$ cat config.mk
export PLATFORM = sky130hd
export DESIGN_NAME = choose_ctrl_flat
export DESIGN_NICKNAME = d
export VERILOG_FILES = /design/src/rtl/choose_ctrl_if.sv /design/src/rtl/choose_ctrl.sv /design/src/flat_wrapper.sv
export SDC_FILE = /design/constraint.sdc
export NUM_CORES = 1
export LEC_CHECK = 0
export CORE_ASPECT_RATIO = 1.75
export CORE_UTILIZATION = 28
export CTS_BUF_LIST = sky130_fd_sc_hd__clkbuf_4 sky130_fd_sc_hd__clkbuf_8
export CTS_CLUSTER_DIAMETER = 30
export DETAILED_ROUTE_END_ITERATION = 8
export SYNTH_ARGS = -nofsm -noshare
export SYNTH_HDL_FRONTEND = slang
export SYNTH_SLANG_ARGS = --single-unit
export TNS_END_PERCENT = 30
$ cat constraint.sdc
create_clock -name clk -period 2.5 [get_ports clk]
set_input_delay 0.5 -clock clk [delete_from_list [all_inputs] [get_ports clk]]
set_output_delay 0.5 -clock clk [all_outputs]
set_load 0.05 [all_outputs]
$ cat src/rtl/choose_ctrl_if.sv
// choose_ctrl_if
//   Bundles the choose-scene selection controller's inputs (round start and
//   decoded keyboard events) and its registered outputs (cursor, committed
//   picks, turn indicator, event pulses, done flag).
//   master : game/keyboard side; drives start/key_ready/key_code.
//   slave  : choose_ctrl side; drives the cursor and pick outputs.
interface choose_ctrl_if;
  logic       start;
  logic       key_ready;
  logic [8:0] key_code;
  logic [7:0] pokemon_id;
  logic [7:0] p1_id;
  logic [7:0] p2_id;
  logic       turn;
  logic       pick_pulse;
  logic       reject_pulse;
  logic       done;

  modport master (
    output start, key_ready, key_code,
    input  pokemon_id, p1_id, p2_id, turn, pick_pulse, reject_pulse, done
  );

  modport slave (
    input  start, key_ready, key_code,
    output pokemon_id, p1_id, p2_id, turn, pick_pulse, reject_pulse, done
  );
endinterface

$ cat src/rtl/choose_ctrl.sv
// choose_ctrl
//   Moves a cursor over the 2x4 Pokemon grid from decoded key events and
//   sequences two players' picks (P1 then P2, no duplicate). Each accepted
//   key starts a HOLD_CYCLES lockout during which further keys are ignored.
//   Ports:
//     clk  - system clock
//     rst  - synchronous active-high reset
//     bus  - choose_ctrl_if.slave: start, key_ready, key_code in;
//            pokemon_id (1..8), p1_id, p2_id (0 = none), turn,
//            pick_pulse, reject_pulse, done out (all registered)
module choose_ctrl #(
  parameter int         HOLD_CYCLES = 2_500_000,
  parameter logic [8:0] KEY_UP      = 9'h01D,
  parameter logic [8:0] KEY_LEFT    = 9'h01C,
  parameter logic [8:0] KEY_DOWN    = 9'h01B,
  parameter logic [8:0] KEY_RIGHT   = 9'h023,
  parameter logic [8:0] KEY_ENTER   = 9'h05A,
  parameter logic [8:0] KEY_BACK    = 9'h066
) (
  input logic          clk,
  input logic          rst,
  choose_ctrl_if.slave bus
);

  // A zero-length lockout still needs a 1-bit counter that stays at 0.
  localparam int HW = (HOLD_CYCLES > 0) ? $clog2(HOLD_CYCLES + 1) : 1;
  localparam logic [HW-1:0] HOLD_LOAD = HW'(HOLD_CYCLES);

  localparam logic [1:0] ST_IDLE = 2'd0;
  localparam logic [1:0] ST_P1   = 2'd1;
  localparam logic [1:0] ST_P2   = 2'd2;
  localparam logic [1:0] ST_DONE = 2'd3;

  logic [1:0]    state_r;
  logic [2:0]    idx_r;      // cursor as 0..7
  logic [2:0]    p1_idx_r;   // P1 pick as 0..7, restores the cursor on undo
  logic [HW-1:0] hold_r;
  logic [7:0]    pid_r;
  logic [7:0]    p1_r;
  logic [7:0]    p2_r;
  logic          turn_r;
  logic          pick_r;
  logic          rej_r;
  logic          done_r;

  logic [1:0]    nxt_state_s;
  logic [2:0]    nxt_idx_s;
  logic [2:0]    nxt_p1_idx_s;
  logic [7:0]    nxt_p1_s;
  logic [7:0]    nxt_p2_s;
  logic          nxt_done_s;
  logic          nxt_pick_s;
  logic          nxt_rej_s;
  logic          accept_s;
  logic [7:0]    cur_id_s;
  logic [2:0]    col_inc_s;
  logic [2:0]    right_idx_s;
  logic [2:0]    left_idx_s;
  logic [2:0]    enter_idx_s;

  // Grid moves: column arithmetic wraps explicitly within a row of four.
  always_comb begin
    cur_id_s    = {5'd0, idx_r} + 8'd1;
    col_inc_s   = {1'b0, idx_r[1:0]} + 3'd1;
    right_idx_s = {idx_r[2], (col_inc_s == 3'd4) ? 2'd0 : col_inc_s[1:0]};
    left_idx_s  = {idx_r[2], (idx_r[1:0] == 2'd0) ? 2'd3 : (idx_r[1:0] - 2'd1)};
    enter_idx_s = (idx_r == 3'd7) ? 3'd0 : (idx_r + 3'd1);
  end

  // Next-state decode: start beats any key; keys only while unlocked.
  always_comb begin
    nxt_state_s  = state_r;
    nxt_idx_s    = idx_r;
    nxt_p1_idx_s = p1_idx_r;
    nxt_p1_s     = p1_r;
    nxt_p2_s     = p2_r;
    nxt_done_s   = done_r;
    nxt_pick_s   = 1'b0;
    nxt_rej_s    = 1'b0;
    accept_s     = 1'b0;
    if (bus.start) begin
      nxt_state_s = ST_P1;
      nxt_idx_s   = 3'd0;
      nxt_p1_s    = 8'd0;
      nxt_p2_s    = 8'd0;
      nxt_done_s  = 1'b0;
    end else if (bus.key_ready && (hold_r == '0)) begin
      case (state_r)
        ST_P1, ST_P2: begin
          if (bus.key_code == KEY_RIGHT) begin
            nxt_idx_s = right_idx_s;
            accept_s  = 1'b1;
          end else if (bus.key_code == KEY_LEFT) begin
            nxt_idx_s = left_idx_s;
            accept_s  = 1'b1;
          end else if ((bus.key_code == KEY_UP) || (bus.key_code == KEY_DOWN)) begin
            // Two rows only: up and down both flip the row bit (id +/- 4).
            nxt_idx_s = idx_r ^ 3'b100;
            accept_s  = 1'b1;
          end else if (bus.key_code == KEY_ENTER) begin
            accept_s = 1'b1;
            if (state_r == ST_P1) begin
              nxt_p1_s     = cur_id_s;
              nxt_p1_idx_s = idx_r;
              nxt_idx_s    = enter_idx_s;
              nxt_pick_s   = 1'b1;
              nxt_state_s  = ST_P2;
            end else if (cur_id_s != p1_r) begin
              nxt_p2_s    = cur_id_s;
              nxt_done_s  = 1'b1;
              nxt_pick_s  = 1'b1;
              nxt_state_s = ST_DONE;
            end else begin
              nxt_rej_s = 1'b1;
            end
          end else if ((bus.key_code == KEY_BACK) && (state_r == ST_P2)) begin
            accept_s    = 1'b1;
            nxt_idx_s   = p1_idx_r;
            nxt_p1_s    = 8'd0;
            nxt_state_s = ST_P1;
          end else begin
            accept_s = 1'b0;
          end
        end
        ST_DONE: begin
          if (bus.key_code == KEY_BACK) begin
            accept_s    = 1'b1;
            nxt_p2_s    = 8'd0;
            nxt_done_s  = 1'b0;
            nxt_state_s = ST_P2;
          end else begin
            accept_s = 1'b0;
          end
        end
        default: accept_s = 1'b0;
      endcase
    end else begin
      accept_s = 1'b0;
    end
  end

  // State, cursor, picks, lockout counter and registered outputs.
  always_ff @(posedge clk) begin
    if (rst) begin
      state_r  <= ST_IDLE;
      idx_r    <= 3'd0;
      p1_idx_r <= 3'd0;
      hold_r   <= '0;
      pid_r    <= 8'd1;
      p1_r     <= 8'd0;
      p2_r     <= 8'd0;
      turn_r   <= 1'b0;
      pick_r   <= 1'b0;
      rej_r    <= 1'b0;
      done_r   <= 1'b0;
    end else begin
      state_r  <= nxt_state_s;
      idx_r    <= nxt_idx_s;
      p1_idx_r <= nxt_p1_idx_s;
      pid_r    <= {5'd0, nxt_idx_s} + 8'd1;
      p1_r     <= nxt_p1_s;
      p2_r     <= nxt_p2_s;
      turn_r   <= (nxt_state_s == ST_P2) || (nxt_state_s == ST_DONE);
      pick_r   <= nxt_pick_s;
      rej_r    <= nxt_rej_s;
      done_r   <= nxt_done_s;
      if (bus.start) begin
        hold_r <= '0;
      end else if (accept_s) begin
        hold_r <= HOLD_LOAD;
      end else if (hold_r != '0) begin
        hold_r <= hold_r - 1'b1;
      end else begin
        hold_r <= hold_r;
      end
    end
  end

  assign bus.pokemon_id   = pid_r;
  assign bus.p1_id        = p1_r;
  assign bus.p2_id        = p2_r;
  assign bus.turn         = turn_r;
  assign bus.pick_pulse   = pick_r;
  assign bus.reject_pulse = rej_r;
  assign bus.done         = done_r;

endmodule

$ cat src/flat_wrapper.sv
// flat-port wrapper written by rule: the top's interface ports become plain ports
module choose_ctrl_flat 
#(
  parameter int         HOLD_CYCLES = 2_500_000,
  parameter logic [8:0] KEY_UP      = 9'h01D,
  parameter logic [8:0] KEY_LEFT    = 9'h01C,
  parameter logic [8:0] KEY_DOWN    = 9'h01B,
  parameter logic [8:0] KEY_RIGHT   = 9'h023,
  parameter logic [8:0] KEY_ENTER   = 9'h05A,
  parameter logic [8:0] KEY_BACK    = 9'h066
)
  (clk, rst, bus_start, bus_key_ready, bus_key_code, bus_pokemon_id, bus_p1_id, bus_p2_id, bus_turn, bus_pick_pulse, bus_reject_pulse, bus_done);
  choose_ctrl_if bus_i ();
  input logic clk;
  input logic rst;
  input wire logic [$bits(bus_i.start)-1:0] bus_start;
  input wire logic [$bits(bus_i.key_ready)-1:0] bus_key_ready;
  input wire logic [$bits(bus_i.key_code)-1:0] bus_key_code;
  output wire logic [$bits(bus_i.pokemon_id)-1:0] bus_pokemon_id;
  output wire logic [$bits(bus_i.p1_id)-1:0] bus_p1_id;
  output wire logic [$bits(bus_i.p2_id)-1:0] bus_p2_id;
  output wire logic [$bits(bus_i.turn)-1:0] bus_turn;
  output wire logic [$bits(bus_i.pick_pulse)-1:0] bus_pick_pulse;
  output wire logic [$bits(bus_i.reject_pulse)-1:0] bus_reject_pulse;
  output wire logic [$bits(bus_i.done)-1:0] bus_done;
  assign bus_i.start = bus_start;
  assign bus_i.key_ready = bus_key_ready;
  assign bus_i.key_code = bus_key_code;
  assign bus_pokemon_id = bus_i.pokemon_id;
  assign bus_p1_id = bus_i.p1_id;
  assign bus_p2_id = bus_i.p2_id;
  assign bus_turn = bus_i.turn;
  assign bus_pick_pulse = bus_i.pick_pulse;
  assign bus_reject_pulse = bus_i.reject_pulse;
  assign bus_done = bus_i.done;
  choose_ctrl #(.HOLD_CYCLES(HOLD_CYCLES), .KEY_UP(KEY_UP), .KEY_LEFT(KEY_LEFT), .KEY_DOWN(KEY_DOWN), .KEY_RIGHT(KEY_RIGHT), .KEY_ENTER(KEY_ENTER), .KEY_BACK(KEY_BACK)) u_core (.clk(clk), .rst(rst), .bus(bus_i));
endmodule
==> results.json <==
{
  "final.fill_count": 957,
  "net-switching-power_mw": 2.13,
  "dp.cells": 518,
  "cts_buffers": 5,
  "dpl_cell_area_um2": 3480,
  "holdWs_ns": 0.453,
  "netlist_area_um2": 2750,
  "seqPwrFrac": 0.218,
  "required_ns": 2.71,
  "final_layout_size_suffix_gt1_frac": 0.249,
  "cts_max_path_buffers": 2,
  "initial_core_util": 0.290,
  "slew_violations": 0,
  "start_kind": "register",
  "instances_no_fill": 532,
  "dp_hpwl_um": 6030,
  "grt_max_degree": 34,
  "overflow": 0,
  "crit_path_max_incr_delay_ns": 0.57,
  "holdCritPathClass": "register to register",
  "leakagePower_nw": 1.56,
  "cts_hold_buf": 0,
  "arrival_ns": 2.76,
  "port_buffers": 28,
  "io_pins": 41,
  "yosys_warnings": 0,
  "grt_usage": 0.154,
  "path_clk_slew_ns": 0.09,
  "ys_ff_latch": 46,
  "crit_top_cell": "or4_4",
  "period_needed_ns": 2.55,
  "finalInstanceArea_um2": 3770,
  "rsz0062_at_grt": "true",
  "fp.dieH_um": 133,
  "netlist_top_cells_area": "dfxtp_1 34%, nor3_1 5.6%, ha_1 4.6%",
  "grt_pass1_wl_um": 12200,
  "drc": 0,
  "vdd_ir_drop_max_uv": 685,
  "ys.flop_type": "dfxtp_1",
  "die-area_um2": 10200,
  "cap_viol_max_count": 0,
  "synth_async_sr_flop_share": 0,
  "clockRootBuffer": "clkbuf_8",
  "hold_viol": 0,
  "first_pass_iters": 4,
  "synth.top_cell.area_share": 0.335,
  "num_rows": 47,
  "syn_to_final_growth_pct": 37.2,
  "status": "finished with violations",
  "multi_input_area_um2": 1790,
  "h-tree-depth": 2,
  "yosysSeqAreaShare": 0.335,
  "violations": "negative setup slack",
  "p_sw_frac": 0.446,
  "worstMarginPinSlew_ns": 0.672,
  "avgViaCountPerCell": 5.08,
  "synthCells": 329,
  "post-route-util": 0.398,
  "antenna_found_initial": 0,
  "cts_tree": "built",
  "synth.largest_area_cell": "dfxtp_1",
  "detail-route-antenna-nets": 0,
  "drtIter0Drc": 72,
  "path_cells": "or4_4 -> or4_4 -> nor3_2 -> a21oi_2 -> o211a_1 -> ha_1 -> nor2b_1 -> mux2_4",
  "die_w_um": 76.9,
  "layout.nets": 432,
  "cp_max_fo": 6,
  "wl_per_cell_um": 14.9,
  "finClkSkew_ns": 0.00578,
  "crit_slowest_cell": "or4_4",
  "internal_power_mw": 2.65,
  "comb_power_share": 0.681,
  "setup_viol": 1,
  "grt_pass1_vias": 2659,
  "clk_latency_ns": 0.31,
  "synthDistinctLibCells": 57,
  "core_area_um2": 9470,
  "regArea_um2": 923,
  "criticalPathCategory": "register to register",
  "vias": 2701,
  "clock-sinks": 46,
  "max_freq_ghz": 0.392,
  "synth.avg_cell_area_um2": 8.35,
  "clkPwrFrac": 0.100,
  "fin_ws_ns": -0.0541,
  "max_slew_margin": 0.552,
  "totalWireLength_um": 7920,
  "power_density_nw_per_um2": 1270,
  "num_antenna_cells": 0,
  "power.total_mw": 4.77,
  "critPathCaptureType": "register",
  "gp_congestion": 0.895,
  "synth_edf_count": 0,
  "period_share": 1.02
}
## synthesized netlist by cell type, drive strengths merged, types with 6 or more instances
master   n
nor4     7
mux2i    6
inv     14
nor2    29
clkbuf   7
or3     12
nor3    32
ha      10
buf     18
dfxtp   46
o21ai    7
xnor2   12
nand4    6
a21oi   17
nand3   14
nand2   20
xor2    12
## layer usage
| metal | global-route usage | share of wire | vias up | routed length (µm) |
|---|---|---|---|---|
| met5 | 0 | 0 | - | 0 |
| met4 | 0.116 | 0.064 | 0 | 506 |
| met3 | 0.0248 | 0.030 | 33 | 240 |
| met2 | 0.301 | 0.56 | 76 | 4460 |
| met1 | 0.134 | 0.34 | 1276 | 2710 |
| li1 | - | - | 1316 | - |
## through the flow
step / TNS [ns] / setup slack, ns
6_report: -0.0541 / -0.0541
5_1_grt: -0.358 / -0.138
4_1_cts: -0.0523 / -0.0523
3_5_place_dp: -11.66 / -0.394
3_3_place_gp: -8.57 / -0.313
2_1_floorplan: -0.0420 / -0.0420
## what timing repair did
| item | in CTS | in global routing |
|---|---|---|
| setup endpoints to repair | 25 | 36 |
| gates cloned | 0 | 1 |
| pin swaps | 1 | 15 |
| setup buffers | 0 | 5 |
| resized for setup | 3 | 34 |
## critical path: cells and delay by family (launching register included)
| kind | cells | cell delay [ns] |
|---|---|---|
| compound gates | 2 | 0.23 |
| fa+ha+maj | 1 | 0.20 |
| mux | 1 | 0.25 |
| simple gates | 4 | 1.45 |
| flops | 1 | 0.32 |
## area by class of cell
type                            instances  area share
Multi-Input combinational cell        255       0.474
Sequential cell                        46       0.245
Timing Repair Buffer                   87       0.202
Tap cell                              122      0.0405
Clock buffer                            5      0.0183
Inverter                               14      0.0139
Clock inverter                          3     0.00664
## power by group through the flow
stage | Combinational [mW] | Clock (mW) | Sequential, mW
after global routing | 3.55 | 0.536 | 1.06
final | 3.25 | 0.479 | 1.04
after CTS | 2.92 | 0.500 | 1.03
after floorplan | 2.04 | 0 | 1.04
after detailed placement | 2.89 | 0 | 1.05
after global placement | 2.86 | 0 | 1.04
## path summary, 6_finish.rpt
path         cells after the start                             start  slack (ns)                                   to
max                              8     u_core.hold_r[5]$_SDFFE_PP0P_       -0.05  u_core.bus.pokemon_id[2]$_SDFF_PP0_
min                              2  u_core.bus.p2_id[3]$_SDFFE_PP0P_        0.45     u_core.bus.p2_id[3]$_SDFFE_PP0P_
max reg2reg                      8     u_core.hold_r[5]$_SDFFE_PP0P_       -0.05  u_core.bus.pokemon_id[2]$_SDFF_PP0_
min reg2reg                      2  u_core.bus.p2_id[3]$_SDFFE_PP0P_        0.45     u_core.bus.p2_id[3]$_SDFFE_PP0P_
## cell families after synthesis
logic type	share of synthesized area
xor+xnor	0.0765
simple gates	0.320
other cells	0.00137
flops	0.335
buf+inv	0.0752
mux	0.0314
compound gates	0.115
fa+ha+maj	0.0456
## cells in the final DEF (no fill, tap or decap), drive strengths merged, types with 10 or more instances in the layout
| master | count |
|---|---|
| a21oi | 17 |
| buf | 59 |
| clkdlybuf4s50 | 23 |
| conb | 12 |
| dfxtp | 46 |
| ha | 10 |
| inv | 15 |
| nand2 | 20 |
| nand3 | 14 |
| nor2 | 29 |
| nor3 | 32 |
| or3 | 12 |
| xnor2 | 12 |
| xor2 | 12 |
## state kept, by name, summed over array words and instances (netlist names), 2 cells and up
register and flops:
u_core.hold_r 22, u_core.bus.p1_id 4, u_core.bus.p2_id 4, u_core.bus.pokemon_id 4, u_core.idx_r 3, u_core.p1_idx_r 3, u_core.state_r 2
No activity file was read; power rests on OpenSTA's default activity.
